$ cat src/rtl/hazard_forward_ctrl_if.sv
// Bundles the ID-stage operand/CU info, EX branch flag and the controller's selects.
// Purely wiring; no latency of its own.
// No handshake: the pipeline consumes LE/NOP_S every cycle.
interface hazard_forward_ctrl_if #(
  parameter int REG_W = 5,
  parameter int CNT_W = 16
);
  logic [REG_W-1:0] ID_RA;
  logic [REG_W-1:0] ID_RB;
  logic             ID_USE_A;
  logic             ID_USE_B;
  logic [REG_W-1:0] ID_RD;
  logic             ID_RF_LE;
  logic             ID_L;
  logic             EX_J;
  logic [1:0]       A_S;
  logic [1:0]       B_S;
  logic             LE;
  logic             NOP_S;
  logic             PC_S;
  logic [CNT_W-1:0] STALL_CNT;

  // Pipeline side: presents the ID/EX information, consumes the selects.
  modport master (
    output ID_RA, ID_RB, ID_USE_A, ID_USE_B, ID_RD, ID_RF_LE, ID_L, EX_J,
    input  A_S, B_S, LE, NOP_S, PC_S, STALL_CNT
  );

  // Controller side.
  modport slave (
    input  ID_RA, ID_RB, ID_USE_A, ID_USE_B, ID_RD, ID_RF_LE, ID_L, EX_J,
    output A_S, B_S, LE, NOP_S, PC_S, STALL_CNT
  );
endinterface

$ cat src/rtl/hazard_forward_ctrl.sv
// Hazard/forwarding controller for the 5-stage core, tracking EX/MEM/WB dest info.
// Selects, stall and PC select are combinational (0 cycles); shadow advances in 1 cycle.
// Load-use hazard drops LE and inserts a one-cycle bubble; never stalls longer per load.
module hazard_forward_ctrl #(
  parameter int CNT_W = 16,
  parameter int REG_W = 5
) (
  input  logic                 CLK,
  input  logic                 RST,
  hazard_forward_ctrl_if.slave bus
);

  typedef struct packed {
    logic [REG_W-1:0] rd;
    logic             rf_le;
    logic             l;
  } sh_t;

  typedef enum logic {RUN = 1'b0, STALL = 1'b1} state_t;

  sh_t              sh_ex, sh_mem, sh_wb;
  state_t           state_q, state_d;
  logic             le, nop_s;
  logic [CNT_W-1:0] stall_cnt;
  logic             ex_hit_a, ex_hit_b, hz;

  // A stage supplies an operand only if it writes the RF, targets that register,
  // the ID instruction really reads it, and it is not GR0 (hard-wired zero).
  function automatic logic hit(input sh_t s, input logic use_r, input logic [REG_W-1:0] rs);
    return use_r && s.rf_le && (s.rd == rs) && (rs != '0);
  endfunction

  // Youngest producer wins so the consumer sees the most recent value.
  function automatic logic [1:0] fwd_sel(input logic use_r, input logic [REG_W-1:0] rs);
    if (hit(sh_ex, use_r, rs))       return 2'b01;
    else if (hit(sh_mem, use_r, rs)) return 2'b10;
    else if (hit(sh_wb, use_r, rs))  return 2'b11;
    else                             return 2'b00;
  endfunction

  assign ex_hit_a = hit(sh_ex, bus.ID_USE_A, bus.ID_RA);
  assign ex_hit_b = hit(sh_ex, bus.ID_USE_B, bus.ID_RB);
  // A load in EX has no data yet; a consumer right behind it must wait one cycle.
  assign hz       = sh_ex.l && sh_ex.rf_le && (ex_hit_a || ex_hit_b);

  // Shadow pipeline: bubble enters EX whenever the CU outputs are forced to NOP.
  always_ff @(posedge CLK or negedge RST) begin
    if (!RST) begin
      sh_ex  <= '0;
      sh_mem <= '0;
      sh_wb  <= '0;
    end else begin
      sh_wb  <= sh_mem;
      sh_mem <= sh_ex;
      sh_ex  <= nop_s ? sh_t'('0) : sh_t'({bus.ID_RD, bus.ID_RF_LE, bus.ID_L});
    end
  end

  // State register.
  always_ff @(posedge CLK or negedge RST) begin
    if (!RST) state_q <= RUN;
    else      state_q <= state_d;
  end

  // Next state and stall outputs; a hazard seen in STALL (back-to-back load) stalls again.
  always_comb begin
    state_d = state_q;
    le      = 1'b1;
    nop_s   = 1'b0;
    unique case (state_q)
      RUN: begin
        if (hz) begin
          le      = 1'b0;
          nop_s   = 1'b1;
          state_d = STALL;
        end
      end
      STALL: begin
        if (hz) begin
          le      = 1'b0;
          nop_s   = 1'b1;
          state_d = STALL;
        end else begin
          state_d = RUN;
        end
      end
      default: state_d = RUN;
    endcase
  end

  // Debug counter of bubble cycles, saturating so a long run never reads back small.
  always_ff @(posedge CLK or negedge RST) begin
    if (!RST)                                     stall_cnt <= '0;
    else if (nop_s && (stall_cnt != {CNT_W{1'b1}})) stall_cnt <= stall_cnt + 1'b1;
  end

  // Shadow is zero during reset so LE/NOP_S/selects settle to idle on their own;
  // PC_S follows the external branch flag and therefore needs explicit gating.
  assign bus.A_S       = fwd_sel(bus.ID_USE_A, bus.ID_RA);
  assign bus.B_S       = fwd_sel(bus.ID_USE_B, bus.ID_RB);
  assign bus.LE        = le;
  assign bus.NOP_S     = nop_s;
  assign bus.PC_S      = RST && bus.EX_J;
  assign bus.STALL_CNT = stall_cnt;

endmodule

$ cat src/flat_wrapper.sv
// flat-port wrapper written by rule: the top's interface ports become plain ports
module hazard_forward_ctrl_flat 
#(
  parameter int CNT_W = 16,
  parameter int REG_W = 5
)
  (CLK, RST, bus_ID_RA, bus_ID_RB, bus_ID_USE_A, bus_ID_USE_B, bus_ID_RD, bus_ID_RF_LE, bus_ID_L, bus_EX_J, bus_A_S, bus_B_S, bus_LE, bus_NOP_S, bus_PC_S, bus_STALL_CNT);
  hazard_forward_ctrl_if #(.REG_W(REG_W), .CNT_W(CNT_W)) bus_i ();
  input  logic CLK;
  input  logic RST;
  input wire logic [$bits(bus_i.ID_RA)-1:0] bus_ID_RA;
  input wire logic [$bits(bus_i.ID_RB)-1:0] bus_ID_RB;
  input wire logic [$bits(bus_i.ID_USE_A)-1:0] bus_ID_USE_A;
  input wire logic [$bits(bus_i.ID_USE_B)-1:0] bus_ID_USE_B;
  input wire logic [$bits(bus_i.ID_RD)-1:0] bus_ID_RD;
  input wire logic [$bits(bus_i.ID_RF_LE)-1:0] bus_ID_RF_LE;
  input wire logic [$bits(bus_i.ID_L)-1:0] bus_ID_L;
  input wire logic [$bits(bus_i.EX_J)-1:0] bus_EX_J;
  output wire logic [$bits(bus_i.A_S)-1:0] bus_A_S;
  output wire logic [$bits(bus_i.B_S)-1:0] bus_B_S;
  output wire logic [$bits(bus_i.LE)-1:0] bus_LE;
  output wire logic [$bits(bus_i.NOP_S)-1:0] bus_NOP_S;
  output wire logic [$bits(bus_i.PC_S)-1:0] bus_PC_S;
  output wire logic [$bits(bus_i.STALL_CNT)-1:0] bus_STALL_CNT;
  assign bus_i.ID_RA = bus_ID_RA;
  assign bus_i.ID_RB = bus_ID_RB;
  assign bus_i.ID_USE_A = bus_ID_USE_A;
  assign bus_i.ID_USE_B = bus_ID_USE_B;
  assign bus_i.ID_RD = bus_ID_RD;
  assign bus_i.ID_RF_LE = bus_ID_RF_LE;
  assign bus_i.ID_L = bus_ID_L;
  assign bus_i.EX_J = bus_EX_J;
  assign bus_A_S = bus_i.A_S;
  assign bus_B_S = bus_i.B_S;
  assign bus_LE = bus_i.LE;
  assign bus_NOP_S = bus_i.NOP_S;
  assign bus_PC_S = bus_i.PC_S;
  assign bus_STALL_CNT = bus_i.STALL_CNT;
  hazard_forward_ctrl #(.CNT_W(CNT_W), .REG_W(REG_W)) u_core (.CLK(CLK), .RST(RST), .bus(bus_i));
endmodule
$ cat config.mk
export PLATFORM = sky130hd
export DESIGN_NAME = hazard_forward_ctrl_flat
export DESIGN_NICKNAME = d
export VERILOG_FILES = /design/src/rtl/hazard_forward_ctrl_if.sv /design/src/rtl/hazard_forward_ctrl.sv /design/src/flat_wrapper.sv
export SDC_FILE = /design/constraint.sdc
export NUM_CORES = 1
export LEC_CHECK = 0
export CAP_MARGIN = 10
export CORE_MARGIN = 2
export CORE_UTILIZATION = 48
export CTS_BUF_LIST = sky130_fd_sc_hd__clkbuf_16
export DETAILED_ROUTE_END_ITERATION = 6
export GPL_ROUTABILITY_DRIVEN = 0
export HOLD_SLACK_MARGIN = 0.12
export PLACE_DENSITY = 0.79
export SLEW_MARGIN = 20
export SYNTH_ARGS = -nofsm -noshare
export SYNTH_HDL_FRONTEND = slang
export SYNTH_SLANG_ARGS = --single-unit
$ cat constraint.sdc
create_clock -name CLK -period 2.15 [get_ports CLK]
set_clock_uncertainty 0.1 [all_clocks]
set_input_delay 0.3225 -clock CLK [delete_from_list [all_inputs] [get_ports CLK]]
set_output_delay 0.3225 -clock CLK [all_outputs]
set_load 0.05 [all_outputs]
======== After elaboration in Yosys (flattened, before gate mapping) ========
Index checks and enable logic that the tools add are counted.
word-level totals
  register bits ........................... 35
  latch bits .............................. 0
  bits in writable memories ............... 0
  bits in read-only memories .............. 0
  bits of input ports ..................... 22
  output and inout bits ................... 23
  logic and storage cells ................. 50
  memories ................................ 0
operators by class
  $add $sub $neg .......................... 1
  multipliers ............................. 0
  divide/modulo/power cells ............... 0
  order comparisons ....................... 0
  equality and inequality tests ........... 7
  shift-type cells ........................ 0
  multiplexer cells ....................... 9
  bitwise logic cells ..................... 0
  reductions and logical operators ........ 25
operators by type and width
  cell                                                             count
  5-bit equality test                                              6
  1-bit logical AND                                                22
  16-bit by 1-bit adder with 16-bit output, second input constant  1
  16-bit != test, second input constant                            1
  2-bit two-way mux                                                6
  5-bit nonzero test                                               2
  7-bit two-way mux                                                1
  1-bit two-way mux                                                2
  1-bit logical OR                                                 1

======== Depth between registers and ports, before layout ========
Gate-level depths: netlist of run 1.
  depth after elaboration ................. 7
  mapped depth ............................ 8
  gate-level depth less buffers ........... 7

======== Worst setup path before layout of run 1 ========
Ideal clock, no wire load.
  path type ............................... input port to output port
  start point ............................. in bus_ID_RA[0]
  end point ............................... out bus_A_S[0]
  arrival time ............................ 2.287 ns
  required time ........................... 1.727 ns
  slack ................................... -0.559 ns
  cell stages on the path ................. 4
  buffers on the path ..................... 0
  path through ............................ or4_1 -> o21ai_2 -> nor3_1 -> o31ai_1
on the way
  longest elaborated chain between the ends .. 6
  elaborated cells on any way between the ends .. 13
  those cells by class .................... eq/ne (3); mux (3); reduce/logical (7)
ends and longest elaborated chain
  what                             RTL line                   text
  from (decl)                      flat_wrapper.sv:11         input wire logic [$bits(bus_i.ID_RA)-1:0] bus_ID_RA;
  5-bit equality test              hazard_forward_ctrl.sv:30  return use_r && s.rf_le && (s.rd == rs) && (rs != '0);
  1-bit logical AND (2 in series)  hazard_forward_ctrl.sv:30
  2-bit two-way mux                hazard_forward_ctrl.sv:37  else if (hit(sh_wb, use_r, rs)) return 2'b11;
  2-bit two-way mux                hazard_forward_ctrl.sv:36  else if (hit(sh_mem, use_r, rs)) return 2'b10;
  2-bit two-way mux *              hazard_forward_ctrl.sv:35  if (hit(sh_ex, use_r, rs)) return 2'b01;
  to (decl)                        flat_wrapper.sv:19         output wire logic [$bits(bus_i.A_S)-1:0] bus_A_S;
Mark *: on every way between the ends. The rest lies on a longest branch, timed or not.

======== Worst setup path in the final report of run 1 ========
  start point ............................. reg u_core.sh_ex[2] in the netlist's numbering
  end point ............................... reg u_core.stall_cnt[6] (netlist: u_core.bus.STALL_CNT[6])
on the way
  longest elaborated chain between the ends .. 7
  elaborated cells on any way between the ends .. 10
  those cells by class .................... eq/ne (2); mux (1); reduce/logical (7)
ends and longest elaborated chain
  what                             RTL line                                              text
  from (decl)                      hazard_forward_ctrl.sv:21                             sh_t sh_ex, sh_mem, sh_wb;
  from (signal assigned)           hazard_forward_ctrl.sv:55                             sh_ex <= nop_s ? sh_t'('0) : sh_t'({bus.ID_RD, bus.ID_RF_LE, bus.ID_L});
  5-bit equality test              hazard_forward_ctrl.sv:30
  1-bit logical AND (2 in series)  hazard_forward_ctrl.sv:30
  1-bit logical OR *               hazard_forward_ctrl.sv:44                             assign hz = sh_ex.l && sh_ex.rf_le && (ex_hit_a || ex_hit_b);
  1-bit logical AND *              hazard_forward_ctrl.sv:44
  1-bit two-way mux *              hazard_forward_ctrl.sv:72, hazard_forward_ctrl.sv:79
  1-bit logical AND *              hazard_forward_ctrl.sv:94                             else if (nop_s && (stall_cnt != {CNT_W{1'b1}})) stall_cnt <= stall_cnt + 1'b1;
  to (signal assigned)             hazard_forward_ctrl.sv:94
  to (decl)                        hazard_forward_ctrl.sv:24                             logic [CNT_W-1:0] stall_cnt;
Marked as above.
A chain may end at the register's enable or synchronous reset.

==> qor.csv, run 1 <==
metric;value;unit
outcome;complete, but fails checks;
violations;setup timing;
via_per_inst;5.633;
layout_common_cells;28 x dfrtp_1, 27 x clkdlybuf4s50_1, 23 x xor2_1, 19 x xnor2_1, 18 x buf_4;
numCtsBuffers;5;
antenna_found_initial;0;
grt_max_degree;36;
clkSinkCount;35;
antenna_cells;0;
drc;0;
dr.first_iter.drc_count;121;
worst_pin_slew;0.5276;ns
cts_tree;built;
synth_area;1750;sq um
leakage;1.177;nW
wl;5817;um
fill_cells;168;
relSlewSlack;64.72;%
required;2.23;ns
setup-tns-final;-5.166;ns
period_share;115.0;%
yosysSeqAreaShare;50.04;%
wl_per_cell;20.92;um
path_class;flop to flop;
track_usage;27.50;%
die_h;64.39;um
overflow;0;
rows;21;
setup_viol;29;
die_w;64.39;um
drive_above_1_share;37.07;%
ios;45;
cp-start-kind;flop;
initial_core_util;51.25;%
drt-pass1-iter-count;4;
ctsHoldBuffers;0;
fmax;404.5;MHz
p_per_area;573.6;nW/um^2
synthesis.nets;179;
clk_pin_slew;0.05;ns
endpoint_kind;flop;
grt_pass1_vias;1674;
insertion_delay;0.28;ns
ir_drop;0.6921;mV
cp.arrival;2.56;ns
grt_pass1_wl;8549;um
max-cap-violations;0;
finalHoldViolCount;0;
dr_total_vias;1566;
netlist_instances;156;
nNetsFinal;254;
rsz0062_at_grt;true;
ys_ff_latch;35;
ys_warn_count;0;
clockBufferDepth;2;
htree_levels;2;
dp_hpwl;3105;um
antenna_left;0;
avgSynthCellArea;11.22;sq um
clock-root-buffer;clkbuf_16;
area_growth;65.48;%
finalPower;1.661;mW
crit_path_max_fanout;11;
core-area;3416;sq um
io_buffers;44;
timing.final.crit_period;2.472;ns
layout_setup_ws;-0.3224;ns
hp-class;flop to flop;
maxSlewViolCount;0;
synth_cell_types;30;
layout_commonest_cell;dfrtp_1;
die-area;4146;sq um
-- metrics by stage --
step	area (sq um)	utilization [%]	instances	setup WS [ns]	hold WS (ns)
after floorplan	1808	-	156	-0.1518	-0.07309
after global placement	2514	73.59	265	-0.4397	0.2909
after detailed placement	2514	73.59	265	-0.4914	0.2939
after CTS	2804	82.09	276	-0.2045	0.3057
after global routing	2897	84.80	278	-0.3880	0.3261
final	2897	84.80	278	-0.3224	0.3211
-- cells by family (layout without fill, tap and decap cells) --
family / count (synthesis) / in the layout / share of synthesized area (%)
AOI/OAI and AO/OA: 9 / 9 / 3.931
xor gates and xnor gates: 43 / 43 / 21.52
adders and majority gates: 1 / 1 / 0.7147
buffers and inverters: 8 / 84 / 2.644
DFF: 35 / 35 / 50.04
muxes: 2 / 2 / 1.501
and+or+nand+nor: 58 / 58 / 19.66
-- layer usage --
layer / up-vias / global-route usage (%) / wire [um]
met3: 8 / 7.218 / 313
met1: 794 / 34.10 / 2322
li1: 692 / - / -
met4: 0 / 8.777 / 61
met2: 72 / 46.74 / 3119
met5: - / 0 / 0
-- state kept, by name (all words and copies together) (netlist names) --
register / flops
u_core.sh_ex: 7
u_core.sh_mem: 6
u_core.sh_wb: 6
u_core.bus.STALL_CNT: 16
-- critical path, stage by stage, from the launching register on --
cell,delay [ns]
dfrtp_1,0.43
xor2_1,0.20
nor4_2,0.37
nand4b_1,0.19
a21o_1,0.25
buf_12,0.15
buf_6,0.17
nor3_1,0.33
xnor2_1,0.18
-- report_power, final --
part	leakage, nW	internal (mW)	switching (mW)
clock network	0.0762	0.418	0.270
logic	0.682	0.122	0.134
registers	0.419	0.686	0.0318
total	1.18	1.23	0.435
-- Yosys cell counts --
cell type	n	area, sq um
inv_2	1	3.750
a21o_1	1	7.510
and2_1	9	56.30
mux2_4	1	15.01
nand4_1	4	25.02
a41oi_1	1	8.760
inv_1	4	15.01
ha_1	1	12.51
nor4_1	12	75.07
nor2_2	1	6.260
nor3_1	5	25.02
buf_6	2	22.52
dfrtp_1	35	875.8
buf_2	1	5.000
nor2_1	2	7.510
o31ai_1	2	15.01
o21a_1	2	15.01
nand3_1	8	40.04
xnor2_1	20	175.2
nand4b_1	2	17.52
xor2_1	23	201.4
o21ai_2	2	17.52
nand2_1	8	30.03
or4_1	2	15.01
and4_1	2	17.52
nor4b_2	1	15.01
a21oi_1	1	5.000
nand3b_1	1	7.510
nand2b_1	1	6.260
mux2_1	1	11.26
-- worst paths after layout --
path | startpoint | endpoint | slack, ns | cells past startpoint
setup / recovery | u_core.sh_ex[2] | u_core.bus.STALL_CNT[6] | -0.32 | 8
hold / removal | u_core.sh_mem[1] | u_core.sh_wb[1] | 0.32 | 0
setup reg to reg | u_core.sh_ex[2] | u_core.bus.STALL_CNT[6] | -0.32 | 8
hold reg to reg | u_core.sh_mem[1] | u_core.sh_wb[1] | 0.32 | 0
max in group asynchronous | RST | u_core.bus.STALL_CNT[9] | 1.22 | 2
min in group asynchronous | RST | u_core.sh_ex[2] | 0.39 | 2
-- final cells by class --
class                   instances  area, sq um  share of cell area (%)
flip-flops and latches         35        884.6                   30.54
clock buffers                   5        125.1                   4.320
well taps                      46        57.56                   1.987
clock inverters                 3        12.51                  0.4320
multi-input cells             113         1066                   36.80
inverters                       5        31.28                   1.080
repair buffers                 71        719.4                   24.84
-- what timing repair did --
item	in CTS	in global routing
resized for setup	58	17
cloned	0	0
buffers inserted	3	3
endpoints found under the setup margin	29	28
pin swaps	22	21
Power figures use the tool's default switching activity.
==> run 2, diff against run 1 <==
Settings changed: HOLD_SLACK_MARGIN 0.12 to 0.03.
==> results of run 2 <==
Final layout, timing and power as in run 1 (identical DEF).
==> run 3, diff against run 2 <==
Settings changed: CORE_UTILIZATION 48 to 50, CTS_BUF_LIST sky130_fd_sc_hd__clkbuf_16 to sky130_fd_sc_hd__clkbuf_4 sky130_fd_sc_hd__clkbuf_8, PLACE_DENSITY 0.79 to 0.82.
==> qor.csv, run 3 (synthesis results as in run 1) <==
metric;value;unit
outcome;complete, but fails checks;
violations;setup timing;
place_area;2521;sq um
area_growth;66.26;%
hp-class;primary input to async pin;
cts_tree;built;
period_share;113.4;%
path_class;flop to primary output;
fmax;410.2;MHz
crit_path_max_fanout;3;
insertion_delay;0.36;ns
clock-root-buffer;clkbuf_4;
relSlewSlack;64.75;%
grt_pass1_vias;1645;
dr.first_iter.drc_count;121;
switching_share;29.41;%
power_switching;408.6;uW
clkSinkCount;35;
antenna_cells;0;
layout_common_cells;28 x dfrtp_1, 26 x clkdlybuf4s50_1, 26 x buf_4, 22 x xor2_1, 19 x xnor2_1;
p_per_area;477.3;nW/um^2
crit_chain;buf_4, xor2_1, nor4_2, nand4b_1, a21o_1, buf_12, clkinv_8, buf_12;
core-area;3337;sq um
endpoint_kind;primary output;
worst_pin_slew;0.5272;ns
antenna_left;0;
grt_pass1_wl;8901;um
max_stage_delay;0.43;ns
drc;0;
initial_core_util;52.46;%
setup_viol;29;
seqPwrFrac;51.6;%
clk_pin_slew;0.13;ns
largest_reg_flops;16;
rsz0062_at_grt;true;
nNetsFinal;259;
layout_commonest_cell;dfrtp_1;
ir_drop;0.4058;mV
htree_levels;2;
setup-tns-final;-3.461;ns
dp_slack;-0.5703;ns
timing.final.crit_period;2.438;ns
rows;21;
dr_total_vias;1635;
dp_hpwl;3257;um
finalHoldViolCount;0;
cpMaxStageDelayCell;dfrtp_1;
wl;6267;um
leakage;1.189;nW
die_h;63.17;um
comb_power_share;18.3;%
whs;0.2918;ns
required;1.73;ns
clockPowerShare;30.1;%
die_w;63.17;um
grt_max_degree;36;
maxSlewViolCount;0;
finalInstanceArea;2910;sq um
numCtsBuffers;5;
io_buffers;44;
crit_top_cell;buf_12;
layout_setup_ws;-0.2875;ns
drt-pass1-iter-count;5;
antenna_found_initial;0;
via_per_inst;5.777;
clockBufferDepth;2;
cp-start-kind;flop;
ios;45;
critPathTopFamily;buffers and inverters;
p_int;980.6;uW
wl_per_cell;22.14;um
critical_path_buf_inv_count;4;
overflow;0;
cp.arrival;2.02;ns
die-area;3990;sq um
ctsHoldBuffers;0;
track_usage;29.71;%
max-cap-violations;0;
drive_above_1_share;37.55;%
==> run 3: power groups by stage <==
stage	sequential [mW]	combinational (mW)	clock (mW)
finish	0.717	0.255	0.418
global route	0.720	0.268	0.449
CTS	0.713	0.240	0.406
detailed placement	0.726	0.226	0
global placement	0.723	0.222	0
floorplan	0.741	0.0800	0
==> run 3: layout make-up <==
type                            count  area [sq um]
Sequential cell                    35         884.6
Clock inverter                      1         8.758
Multi-Input combinational cell    113          1094
Fill cell                         160         426.7
Tap cell                           46         57.56
Inverter                            5         31.28
Timing Repair Buffer               76         775.7
Clock buffer                        7         58.81
==> run 3: path summary, 6_finish.rpt <==
path	from	to	slack, ns	cells past startpoint
max reg2reg	u_core.sh_ex[2]	u_core.bus.STALL_CNT[9]	-0.23	9
max in group asynchronous	RST	u_core.bus.STALL_CNT[6]	1.30	2
max	u_core.sh_ex[2]	bus_NOP_S	-0.29	8
min in group CLK	u_core.sh_mem[1]	u_core.sh_wb[1]	0.34	0
min	RST	u_core.bus.STALL_CNT[9]	0.29	2
min reg2reg	u_core.sh_mem[1]	u_core.sh_wb[1]	0.34	0
==> run 3: metrics by stage <==
step	cells	total power, mW	utilization, %
final	283	1.389	87.21
after global routing	283	1.436	87.21
after CTS	279	1.359	84.63
after detailed placement	266	0.9515	75.55
after global placement	266	0.9454	75.55
after floorplan	156	0.8209	-
==> run 3: what timing repair did <==
| item | in CTS | in global routing |
|---|---|---|
| setup endpoints to repair | 23 | 30 |
| buffers inserted | 6 | 4 |
| endpoints found under the hold margin | 0 | 0 |
| pin swaps | 22 | 24 |
| resized for setup | 47 | 12 |
==> run 3: metal layers <==
layer / routed length, um / GRT usage (%) / share of wire (%)
met5: 0 / 0 / 0
met3: 361 / 6.429 / 5.8
met1: 2487 / 36.69 / 40
met2: 3209 / 51.33 / 51
met4: 208 / 10.60 / 3.3
